<file path="src/rtl/skylark_mem_pkg.sv">
// Shared types and constants for the skylark memory arbiter.
package skylark_mem_pkg;

  typedef enum logic {ARB_IDLE, ARB_WAIT} arb_state_t;

  typedef enum logic [1:0] {REQ_NONE, REQ_IF, REQ_D, REQ_LD} req_id_t;

  localparam int unsigned WORD_BYTES = 4;

endpackage

</file>
<file path="src/rtl/skylark_arb_prio.sv">
// Combinational priority select: ld > d > if, unless fetch is starving.
module skylark_arb_prio
  import skylark_mem_pkg::*;
(
  input  logic       if_req,
  input  logic       d_req,
  input  logic       ld_req,
  input  logic       starve,
  output req_id_t    winner,
  output logic [2:0] gnt_oh
);

  always_comb begin
    winner = REQ_NONE;
    if (if_req && starve) winner = REQ_IF;
    else if (ld_req)      winner = REQ_LD;
    else if (d_req)       winner = REQ_D;
    else if (if_req)      winner = REQ_IF;
  end

  // One-hot bit order: [0] fetch, [1] data, [2] loader
  always_comb begin
    gnt_oh = 3'b000;
    unique case (winner)
      REQ_IF:  gnt_oh = 3'b001;
      REQ_D:   gnt_oh = 3'b010;
      REQ_LD:  gnt_oh = 3'b100;
      default: gnt_oh = 3'b000;
    endcase
  end

endmodule

</file>
<file path="src/rtl/skylark_mem_arbiter.sv">
// Single-port SRAM arbiter for fetch, data and loader ports; one read outstanding at a time.
module skylark_mem_arbiter
  import skylark_mem_pkg::*;
#(
  parameter int unsigned ADDR_W      = 32,
  parameter int unsigned DATA_W      = 32,
  parameter int unsigned MEM_LATENCY = 1,
  parameter int unsigned MAX_WAIT    = 4
) (
  input  logic              clk,
  input  logic              reset,
  input  logic              if_req,
  input  logic [ADDR_W-1:0] if_addr,
  output logic              if_gnt,
  output logic              if_rvalid,
  output logic [DATA_W-1:0] if_rdata,
  input  logic              d_req,
  input  logic              d_we,
  input  logic [ADDR_W-1:0] d_addr,
  input  logic [DATA_W-1:0] d_wdata,
  output logic              d_gnt,
  output logic              d_rvalid,
  output logic [DATA_W-1:0] d_rdata,
  input  logic              ld_req,
  input  logic [ADDR_W-1:0] ld_addr,
  input  logic [DATA_W-1:0] ld_wdata,
  output logic              ld_gnt,
  output logic              mem_en,
  output logic              mem_we,
  output logic [ADDR_W-3:0] mem_addr,
  output logic [DATA_W-1:0] mem_wdata,
  input  logic [DATA_W-1:0] mem_rdata,
  output logic              core_stall
);

  localparam int unsigned LSB   = $clog2(WORD_BYTES);
  localparam int unsigned LAT_W = 3;
  localparam int unsigned STV_W = 4;

  arb_state_t        state_q, state_d;
  req_id_t           id_q;
  req_id_t           winner;
  logic [2:0]        gnt_oh;
  logic [LAT_W-1:0]  lat_q;
  logic [STV_W-1:0]  stv_q;
  logic              starve;
  logic              idle;
  logic              if_rvalid_q, d_rvalid_q;
  logic [DATA_W-1:0] if_rdata_q, d_rdata_q;
  logic              unused_addr_lsbs;

  assign unused_addr_lsbs = ^{if_addr[LSB-1:0], d_addr[LSB-1:0], ld_addr[LSB-1:0]};

  assign starve = (stv_q == STV_W'(MAX_WAIT));
  // Gating with reset keeps the combinational grants quiet while reset is held
  assign idle   = (state_q == ARB_IDLE) && !reset;

  skylark_arb_prio u_prio (
    .if_req (if_req),
    .d_req  (d_req),
    .ld_req (ld_req),
    .starve (starve),
    .winner (winner),
    .gnt_oh (gnt_oh)
  );

  assign if_gnt = idle & gnt_oh[0];
  assign d_gnt  = idle & gnt_oh[1];
  assign ld_gnt = idle & gnt_oh[2];

  always_comb begin
    state_d   = state_q;
    mem_en    = 1'b0;
    mem_we    = 1'b0;
    mem_addr  = '0;
    mem_wdata = '0;
    if (idle) begin
      unique case (winner)
        REQ_IF: begin
          mem_en   = 1'b1;
          mem_addr = if_addr[ADDR_W-1:LSB];
          state_d  = ARB_WAIT;
        end
        REQ_D: begin
          mem_en    = 1'b1;
          mem_we    = d_we;
          mem_addr  = d_addr[ADDR_W-1:LSB];
          mem_wdata = d_wdata;
          if (!d_we) state_d = ARB_WAIT;
        end
        REQ_LD: begin
          mem_en    = 1'b1;
          mem_we    = 1'b1;
          mem_addr  = ld_addr[ADDR_W-1:LSB];
          mem_wdata = ld_wdata;
        end
        default: ;
      endcase
    end else if (state_q == ARB_WAIT && lat_q == LAT_W'(1)) begin
      state_d = ARB_IDLE;
    end
  end

  always_ff @(posedge clk or posedge reset) begin
    if (reset) begin
      state_q     <= ARB_IDLE;
      id_q        <= REQ_NONE;
      lat_q       <= '0;
      if_rvalid_q <= 1'b0;
      d_rvalid_q  <= 1'b0;
      if_rdata_q  <= '0;
      d_rdata_q   <= '0;
    end else begin
      state_q     <= state_d;
      if_rvalid_q <= 1'b0;
      d_rvalid_q  <= 1'b0;
      if (state_q == ARB_IDLE && state_d == ARB_WAIT) begin
        lat_q <= LAT_W'(MEM_LATENCY);
        id_q  <= winner;
      end else if (state_q == ARB_WAIT) begin
        lat_q <= lat_q - LAT_W'(1);
        if (lat_q == LAT_W'(1)) begin
          if (id_q == REQ_IF) begin
            if_rvalid_q <= 1'b1;
            if_rdata_q  <= mem_rdata;
          end else begin
            d_rvalid_q <= 1'b1;
            d_rdata_q  <= mem_rdata;
          end
        end
      end
    end
  end

  // Starvation counter only advances while arbitration is actually happening
  always_ff @(posedge clk or posedge reset) begin
    if (reset) begin
      stv_q <= '0;
    end else if (!if_req || if_gnt) begin
      stv_q <= '0;
    end else if (state_q == ARB_IDLE && !starve) begin
      stv_q <= stv_q + STV_W'(1);
    end
  end

  assign if_rvalid  = if_rvalid_q;
  assign d_rvalid   = d_rvalid_q;
  assign if_rdata   = if_rdata_q;
  assign d_rdata    = d_rdata_q;
  assign core_stall = (if_req & ~if_gnt) | (d_req & ~d_gnt) | (state_q == ARB_WAIT);

endmodule

</file>
<file path="config.mk">
export PLATFORM = sky130hd
export DESIGN_NAME = skylark_mem_arbiter
export DESIGN_NICKNAME = d
export VERILOG_FILES = /design/src/rtl/skylark_mem_pkg.sv /design/src/rtl/skylark_arb_prio.sv /design/src/rtl/skylark_mem_arbiter.sv
export SDC_FILE = /design/constraint.sdc
export NUM_CORES = 1
export LEC_CHECK = 0
export ABC_AREA = 0
export BUFFER_PORTS_ARGS = -buffer_cell sky130_fd_sc_hd__buf_2
export CORE_AREA = 2 2 129 131
export DETAILED_ROUTE_END_ITERATION = 16
export DIE_AREA = 0 0 131 133
export PLACE_DENSITY = 0.57
export SLEW_MARGIN = 20
export SYNTH_ARGS = -nofsm -noshare
export SYNTH_HDL_FRONTEND = slang
export SYNTH_SLANG_ARGS = --single-unit
</file>
<file path="constraint.sdc">
create_clock -name clk -period 5.1 [get_ports clk]
set_input_delay 0.51 -clock clk [delete_from_list [all_inputs] [get_ports clk]]
set_output_delay 0.51 -clock clk [all_outputs]
set_load 0.01 [all_outputs]
</file>
* Yosys cells after proc, flatten, opt, wreduce, memory -nomap -nowiden
Cells that the tools add are included.
** Storage, ports and cells
- Register bits after elaboration :: 76
- Output and inout bits :: 134
- Word-level logic and storage cells :: 71
** Operators by class
- Add/subtract/negate cells :: 2
- Equal/unequal tests :: 6
- Mux-type cells :: 29
- Bitwise gates (word level) :: 12
- Reductions and logical operators :: 14
** Operators with widths (number)
- case mux 30 bit (3 select lines) :: 1
- case mux 32 bit (2 select lines) :: 1
- two-way mux 32 bit :: 1
- two-way mux 30 bit :: 1
- two-way mux 1 bit :: 15
- case mux 3 bit (3 select lines) :: 1
- two-way mux 4 bit :: 2
- AND reduction 4 bit :: 2
- two-way mux 2 bit :: 3
- two-way mux 3 bit :: 2
- bitwise AND 1 bit :: 5
- logical AND 1 bit :: 5
- NOT 1 bit :: 5
- adder 4 x 1 -> 4 bit, second input constant :: 1
- == test 2 x 1 -> 1 bit, second input constant :: 2
- == test 2 bit, second input constant :: 2
- == test 4 x 3 -> 1 bit, second input constant :: 1
- case mux 1 bit (2 select lines) :: 2
- nonzero test 2 bit :: 2
- == test 3 x 1 -> 1 bit, second input constant :: 1
- zero test 1 bit :: 3
- OR reduction 3 bit :: 1
- subtractor 3 x 1 -> 3 bit, second input constant :: 1
- OR 1 bit :: 2
- logical OR 1 bit :: 1

* Longest topological paths before layout
Gate-level depths: netlist (run 1).
- Depth in word-level cells :: 11
- Gate-level depth with buffers :: 10

* By module
A second synthesis (run 1) with hierarchy kept.
** Unflattened totals
- Cell total of the unflattened synthesis :: 369
- Area total of the unflattened synthesis :: 4141.5 um^2
** Modules (own cells, without submodules)
- skylark_mem_arbiter :: times used 1, cells an instance 361, area each 4092.7 um^2, seq. area each 1901.8 um^2
- skylark_arb_prio :: times used 1, cells an instance 8, area each 48.8 um^2, seq. area each 0.0 um^2

* Worst setup path before layout (run 1)
No wires, ideal clock.
- Path type :: reg2out
- Start :: register stv_q[0]
- End :: output mem_wdata[23]
- Data arrival time :: 2154 ps
- Required time :: 4590 ps
- Setup slack :: 2436 ps
- Stages on the path, launching flop included :: 10
- Cell sequence :: dfrtp_1 inv_1 ha_1 and3b_1 a211o_1 inv_1 ha_1 nor3b_4 buf_2 a22o_1
** Between the ends
- Longest elaborated chain between the ends :: 6
** RTL lines
- from (decl) :: RTL line skylark_mem_arbiter.sv:45 : logic [STV_W-1:0] stv_q;
- from (signal assigned) :: RTL line skylark_mem_arbiter.sv:142 : stv_q <= stv_q + STV_W'(1);
- == test 4 x 3 -> 1 bit (*) :: RTL line skylark_mem_arbiter.sv:54 : assign starve = (stv_q == STV_W'(MAX_WAIT));
- logical AND 1 bit (*) :: RTL line skylark_arb_prio.sv:15 : if (if_req && starve) winner = REQ_IF;
- two-way mux 2 bit (*) :: RTL line skylark_arb_prio.sv:15
- named net u_prio.winner[0] :: RTL line skylark_arb_prio.sv:9 : output req_id_t winner,
- == test 2 bit :: RTL line skylark_mem_arbiter.sv:78 : unique case (winner)
- case mux 32 bit (2 select lines) (*) :: RTL line skylark_mem_arbiter.sv:78
- two-way mux 32 bit (*) :: RTL line skylark_mem_arbiter.sv:77 : if (idle) begin
- to (decl) :: RTL line skylark_mem_arbiter.sv:31 : output logic [DATA_W-1:0] mem_wdata,
The timed path passes the listed nets; every way through them passes the cells marked *.

* Worst setup path in the final report (run 1)
- Start :: register stv_q[0]
- End :: output mem_wdata[7]
Same word-level chain as after synthesis.

==> PnR_summary.wiki, run 1 <==
{| class="wikitable"
! Metric !! Value
|-
| Global-route wire length before repair || 21400 um
|-
| Multi-input combinational cell area || 1860 um^2
|-
| Result of the run || finished clean
|-
| Yosys synthesis warning count || 0
|-
| Async set-or-reset flop fraction in the synthesized netlist || 100%
|-
| Antenna diodes || 0
|-
| Cell type of the slowest stage on the worst timing path || sky130_fd_sc_hd__and2_2
|-
| Largest driver fanout on the critical path || 34
|-
| Commonest cells in the synthesized netlist || sky130_fd_sc_hd__dfrtp_1 (76), sky130_fd_sc_hd__mux2_2 (46), sky130_fd_sc_hd__nor2_1 (36)
|-
| Vias per inst || 4.82
|-
| Leakage power summed over all cells || 0.00334 uW
|-
| Worst slew margin || 32.4%
|-
| Library cell occupying the most area in the post-synthesis netlist || sky130_fd_sc_hd__dfrtp_1
|-
| Number of flip-flops and latches in the synthesized netlist || 76
|-
| Die Wd || 131 um
|-
| Synth top area cells || sky130_fd_sc_hd__dfrtp_1 (48%), sky130_fd_sc_hd__mux2_2 (13%), sky130_fd_sc_hd__a222oi_1 (7.6%)
|-
| Sort of element at the start of the critical path || flip-flop
|-
| Fraction of synthesized cell area taken by the top area cell type || 48.2%
|-
| Critical Path RT || 4.59 ns
|-
| Largest buffer count on any clock path || 2
|-
| Post-synth EDFFs || 0
|-
| Count of port buffers added during placement || 325
|-
| Die height || 133 um
|-
| PwrDens || 467 nW/um^2
|-
| Worst slack, placed || 1.35 ns
|-
| Count of standard-cell rows || 47
|-
| Max-slew violation count || 0
|-
| Proportion of layout cells with a drive suffix above 1 || 62.3%
|-
| Most used flip-flop cell after synthesis || sky130_fd_sc_hd__dfrtp_1
|-
| Top-Level Pins || 332
|-
| Weighted congestion reported at the end of routability-driven placement || 1.00
|-
| Resized cells post-CTS || 0
|-
| Share of the yosys chip area belonging to registers || 48.2%
|-
| TritonRoute pass-1 iters || 10
|-
| Worst-path clk slew || 0.06 ns
|-
| Setup repair bufs after CTS || 0
|-
| Full die area || 17400 um^2
|-
| Number of remaining DRC errors || 0
|-
| Final critical-path required period || 3.71 ns
|-
| Final worst clock skew || 0.00427 ns
|-
| Initial antenna violation count || 0
|-
| Count of routing violations after the opening detailed-route iteration || 363
|-
| TritonCTS Buffers || 9
|-
| Peak supply drop || 0.297 mV
|-
| Average instance area after synthesis || 12.1 um^2
|-
| Register Area || 1900 um^2
|-
| Total Routed Length || 15200 um
|-
| Maximum number of pins on one net before global-route repair || 77
|-
| Dominant delay contributor by cell family on the critical path || simple AND/OR/NAND/NOR gates
|-
| Synthesized area || 3940 um^2
|-
| Worst path setup slack after routing || 1.39 ns
|-
| Most frequent cell on the critical path || sky130_fd_sc_hd__ha_1
|-
| Clk Tree Root Cell || sky130_fd_sc_hd__clkbuf_16
|-
| Layout filler cell count || 1595
|-
| Max Clock Freq || 269 MHz
|-
| Layout overhead on the synthesized area || 54.2%
|-
| Worst-skew pair later-pin latency || 0.33 ns
|-
| Overall overflow remaining after global route || 0
|-
| Setup repair after global routing missed its margin || no
|-
| CTS tree || built
|-
| Clock sink count || 76
|-
| Maximum cell stage delay along the critical path || 0.62 ns
|-
| Data arrival time of the critical path || 3.20 ns
|-
| Minimum hold slack || 0.298 ns
|-
| Synth cell types || 35
|-
| Worst setup path category || flip-flop to output port
|-
| Core ar. || 16200 um^2
|-
| Synthesized instance count || 327
|-
| Critical Path Sink Type || output port
|-
| Worst min-delay path category || input pin to asynchronous set/reset pin
|-
| Via count || 4176
|-
| Remaining number of nets flagged by the antenna check after routing || 0
|-
| GR Util All Layers || 16.1%
|-
| Vias in the first global route || 4094
|-
| Effective utilization at floorplan || 24.4%
|-
| Final hold violation count || 0
|-
| Number of maximum-capacitance violations || 0
|-
| Routed len/inst || 17.5 um
|-
| Setup TNS || 0 ns
|-
| Worst slew pin tran || 1.01 ns
|-
| Total of hold buffers inserted after clock tree synthesis || 0
|-
| Nets@finish || 848
|-
| Endpoints failing setup || 0
|-
| Period utilisation layout || 72.8%
|-
| H-tree levels || 3
|-
| Cell-by-cell trace of the critical path || inv_1, ha_1, and3b_1, a21oi_1, ha_1, buf_4, and2_2, a22o_1, buf_2
|-
| Mapped Nets || 533
|-
| Half-perimeter wire length after placement || 11500 um
|-
| Top-count cell post-synth || sky130_fd_sc_hd__dfrtp_1
|-
| Crit path buf inv count || 3
|}
==> sequential cells by signal, summed over array words and instances, names as in the netlist <==
signal / count
d_rdata: 32
if_rdata: 32
stv_q: 4
d_rvalid: 1
lat_q: 3
id_q: 2
if_rvalid: 1
state_q: 1
==> metal layers <==
layer	global-route usage, %	vias up	part of all wire [%]
met2	27.3	263	48
li1	-	1880	-
met5	0	-	0
met3	6.39	35	11
met1	18.0	1998	38
met4	6.38	0	3.0
==> through the flow <==
step / util (%) / total power (uW) / std cells / area, um^2
final: 37.6 / 2840 / 867 / 6080
after detailed placement: 35.5 / 2220 / 849 / 5740
after global placement: 35.5 / 2180 / 849 / 5740
after CTS: 37.3 / 2880 / 865 / 6030
after floorplan: - / 1690 / 327 / 3940
after global routing: 37.6 / 3040 / 867 / 6080
==> cell type report <==
class	count	area share, %
Clock buffer	10	3.77
Clock inverter	6	1.05
Inverter	11	0.700
Multi-Input combinational cell	212	30.6
Sequential cell	76	31.3
Tap cell	220	4.53
Timing Repair Buffer	332	28.1
==> worst min-delay path: stages <==
cell and delay, ns:
sky130_fd_sc_hd__buf_2 0.16, sky130_fd_sc_hd__clkinv_2 0.05, sky130_fd_sc_hd__buf_4 0.31
==> placed cells by master, fill, tap and decap left out, types with 4 or more instances in the layout <==
master / count
sky130_fd_sc_hd__o21ai_0: 4
sky130_fd_sc_hd__mux2_2: 46
sky130_fd_sc_hd__clkbuf_16: 9
sky130_fd_sc_hd__ha_1: 7
sky130_fd_sc_hd__nor2_1: 36
sky130_fd_sc_hd__inv_1: 10
sky130_fd_sc_hd__a21oi_1: 6
sky130_fd_sc_hd__a222oi_1: 30
sky130_fd_sc_hd__mux2_1: 20
sky130_fd_sc_hd__buf_4: 5
sky130_fd_sc_hd__dfrtp_1: 76
sky130_fd_sc_hd__a22o_1: 32
sky130_fd_sc_hd__buf_2: 325
==> report_power, final <==
| part | total (uW) | internal [uW] | switching (uW) |
|---|---|---|---|
| logic | 1180 | 585 | 599 |
| registers | 1020 | 869 | 155 |
| clock network | 631 | 379 | 252 |
==> cell families (layout without fill, tap and decap cells) <==
kind of cell / Yosys count / count (layout) / share of synthesized area [%]
flip-flops: 76 / 76 / 48.2
adder cells (fa/ha/maj): 8 / 8 / 2.54
AO/OA/AOI/OAI: 80 / 80 / 17.8
buffers and inverters: 39 / 359 / 4.82
AND/OR/NAND/NOR: 58 / 58 / 7.78
multiplexers: 66 / 66 / 18.9
==> worst paths after layout <==
check | start | end | slack (ns) | cells after the start
setup / recovery | stv_q[0] | mem_wdata[7] | 1.39 | 9
hold / removal | reset | state_q | 0.30 | 3
setup reg to reg | stv_q[0] | id_q[1] | 2.30 | 10
hold reg to reg | if_rdata[13] | if_rdata[13] | 0.48 | 1
max in group asynchronous | reset | d_rdata[11] | 4.23 | 4
min in group clk | mem_rdata[14] | if_rdata[14] | 0.40 | 2
No activity file was read; power rests on OpenSTA's default activity.
==> run 2: changes to the inputs <==
CORE_AREA = 2 2 127 129   (was 2 2 129 131)
DIE_AREA = 0 0 129 131   (was 0 0 131 133)
PLACE_DENSITY = 0.58   (was 0.57)
clock period = 3.66 ns   (was 5.1 ns; I/O delays follow)
==> run 2 against run 1 <==
Against the previous run: clock skew up 0.0064 ns; sequential power up 40%; critical path depth unchanged; non-clock buffer count unchanged; global-route usage down 0.13 points; first-iteration DRC count up 54%; cell count down 0.46%; cell area up 0.43%; clock-buffer cell count unchanged; sequential share of layout area down 0.13 points; total power up 43%; critical endpoint is now mem_addr[19]; highest routed layer unchanged.
==> PnR_summary.wiki, run 2 (synthesized netlist as in run 1, its figures left out) <==
{| class="wikitable"
! Metric !! Value
|-
| Final hold violation count || 0 (unchanged)
|-
| Die height || 131 um (was 133 um)
|-
| Leading cell type in the layout, fill and taps excluded || sky130_fd_sc_hd__buf_2 (unchanged)
|-
| Clock sink count || 76 (unchanged)
|-
| Count of standard-cell rows || 46 (was 47)
|-
| Result of the run || finished clean (unchanged)
|-
| Vias in the first global route || 3836 (was 4094)
|-
| Critical Path Sink Type || output port (unchanged)
|-
| Antenna diodes || 0 (unchanged)
|-
| Top-Level Pins || 332 (unchanged)
|-
| Register-to-Register Setup Slack || 0.86 ns (was 2.30 ns)
|-
| Max Clock Freq || 297 MHz
|-
| Worst min-delay path category || input pin to asynchronous set/reset pin (unchanged)
|-
| CTS tree || built (unchanged)
|-
| Remaining number of nets flagged by the antenna check after routing || 0 (unchanged)
|-
| Worst slew margin || 31.6% (was 32.4%)
|-
| Layout overhead on the synthesized area || 54.9% (was 54.2%)
|-
| Clk Tree Root Cell || sky130_fd_sc_hd__clkbuf_16 (unchanged)
|-
| Count of routing violations after the opening detailed-route iteration || 558 (was 363)
|-
| Critical R2R Launch || stv_q[0] (unchanged)
|-
| Cell type of the slowest stage on the worst timing path || sky130_fd_sc_hd__or3_1 (was sky130_fd_sc_hd__and2_2)
|-
| Sort of element at the start of the critical path || flip-flop (unchanged)
|-
| Worst setup path category || flip-flop to output port (unchanged)
|-
| Period utilisation layout || 92.1%
|-
| Peak supply drop || 0.318 mV (was 0.297 mV)
|-
| Worst R2R Path Depth || 10 (unchanged)
|-
| Design area || 6110 um^2 (was 6080 um^2)
|-
| Die Wd || 129 um (was 131 um)
|-
| Worst R2R End || id_q[1] (unchanged)
|-
| TritonRoute pass-1 iters || 9 (was 10)
|-
| Maximum number of pins on one net before global-route repair || 49 (was 77)
|-
| Most used cells in the layout excluding fill and tap cells || sky130_fd_sc_hd__buf_2 (325), sky130_fd_sc_hd__dfrtp_1 (76), sky130_fd_sc_hd__mux2_2 (46) (unchanged)
|-
| Final critical-path required period || 3.37 ns
|-
| Final cell count without fillers || 863 (was 867)
|-
| Resized cells post-CTS || 0 (unchanged)
|-
| Leakage power summed over all cells || 0.00336 uW (was 0.00334 uW)
|-
| Global-route wire length before repair || 20400 um (was 21400 um)
|-
| Endpoints failing setup || 0 (unchanged)
|-
| Data arrival time of the critical path || 3.01 ns (was 3.20 ns)
|-
| Crit path buf inv count || 3 (unchanged)
|-
| Nets@finish || 848 (unchanged)
|-
| GR Util All Layers || 16.0% (was 16.1%)
|-
| Setup repair bufs after CTS || 0 (unchanged)
|-
| Setup repair after global routing missed its margin || no (unchanged)
|-
| Total Routed Length || 15200 um (about the same)
|-
| Maximum cell stage delay along the critical path || 0.73 ns (was 0.62 ns)
|-
| Cell-by-cell trace of the critical path || inv_1, ha_1, and3b_1, a21oi_1, inv_1, ha_1, or3_1, nor2_1, buf_2 (was inv_1, ha_1, and3b_1, a21oi_1, ha_1, buf_4, and2_2, a22o_1, buf_2)
|-
| Weighted congestion reported at the end of routability-driven placement || 0.693 (was 1.00)
|-
| Initial antenna violation count || 0 (unchanged)
|-
| Core ar. || 15600 um^2 (was 16200 um^2)
|-
| Dominant delay contributor by cell family on the critical path || simple AND/OR/NAND/NOR gates (unchanged)
|-
| Effective utilization at floorplan || 25.3% (was 24.4%)
|-
| Full die area || 16900 um^2 (was 17400 um^2)
|-
| PwrDens || 667 nW/um^2 (was 467 nW/um^2)
|-
| Proportion of layout cells with a drive suffix above 1 || 62.4% (was 62.3%)
|-
| Total cell area at the placement stage || 5770 um^2 (was 5740 um^2)
|-
| Count of port buffers added during placement || 325 (unchanged)
|-
| Worst-path clk slew || 0.06 ns (about the same)
|-
| Worst-skew pair later-pin latency || 0.33 ns (about the same)
|-
| Largest buffer count on any clock path || 2 (unchanged)
|-
| Setup TNS || 0 ns (unchanged)
|-
| Total of hold buffers inserted after clock tree synthesis || 0 (unchanged)
|-
| Largest driver fanout on the critical path || 31 (was 34)
|-
| Vias per inst || 4.94 (was 4.82)
|-
| Final worst clock skew || 0.0107 ns (was 0.00427 ns)
|-
| Overall overflow remaining after global route || 0 (unchanged)
|-
| TritonCTS Buffers || 9 (unchanged)
|-
| H-tree levels || 3 (unchanged)
|-
| Number of remaining DRC errors || 0 (unchanged)
|-
| Worst slew pin tran || 1.03 ns (was 1.01 ns)
|-
| Routed len/inst || 17.6 um (was 17.5 um)
|-
| Max-slew violation count || 0 (unchanged)
|-
| Half-perimeter wire length after placement || 11900 um (was 11500 um)
|-
| Critical Path RT || 3.29 ns (was 4.59 ns)
|-
| Number of cells in the design after placement || 847 (was 849)
|-
| Number of maximum-capacitance violations || 0 (unchanged)
|-
| Via count || 4260 (was 4176)
|}
-- run 2: layout make-up --
cell class	count	area, um^2
Clock buffer	10	239
Clock inverter	6	93.8
Multi-Input combinational cell	212	1860
Sequential cell	76	1900
Fill cell	1500	9490
Tap cell	216	270
Inverter	11	41.3
Timing Repair Buffer	332	1700
-- run 2: how the worst max path moves through the flow --
| stage | start | to | slack (ns) | cells past startpoint |
|---|---|---|---|---|
| 2_1_floorplan | stv_q[0] | mem_wdata[23] | 1.14 | 9 |
| 6_report | stv_q[0] | mem_addr[19] | 0.29 | 9 |
| 3_3_place_gp | stv_q[0] | mem_wdata[6] | 0.54 | 8 |
| 4_1_cts | stv_q[0] | mem_wdata[6] | 0.06 | 8 |
| 3_5_place_dp | stv_q[0] | mem_wdata[6] | 0.44 | 8 |
| 5_1_grt | stv_q[0] | mem_addr[0] | 0.07 | 9 |
-- run 2: power breakdown --
| part | internal [uW] | leakage, uW | switching [uW] |
|---|---|---|---|
| combinational | 825 | 0.00223 | 844 |
| sequential | 1210 | 0.000966 | 215 |
| clock | 621 | 0.000160 | 356 |
| total | 2660 | 0.00336 | 1420 |
-- run 2: per-stage QoR --
step	hold WS, ns	utilization [%]	setup WS (ns)	total power (uW)
global placement	0.465	36.8	0.539	3050
global route	0.247	39.2	0.0728	4350
detailed placement	0.471	37.0	0.443	3110
finish	0.188	39.2	0.288	4070
CTS	0.210	39.1	0.0597	4120
floorplan	0.483	-	1.14	2360
-- run 2: per-layer routing --
metal	up-vias	wire length, um	GRT usage, %
li1	1877	-	-
met1	2066	5780	19.4
met5	-	0	0
met4	0	561	8.76
met3	32	1480	3.50
met2	285	7400	26.6
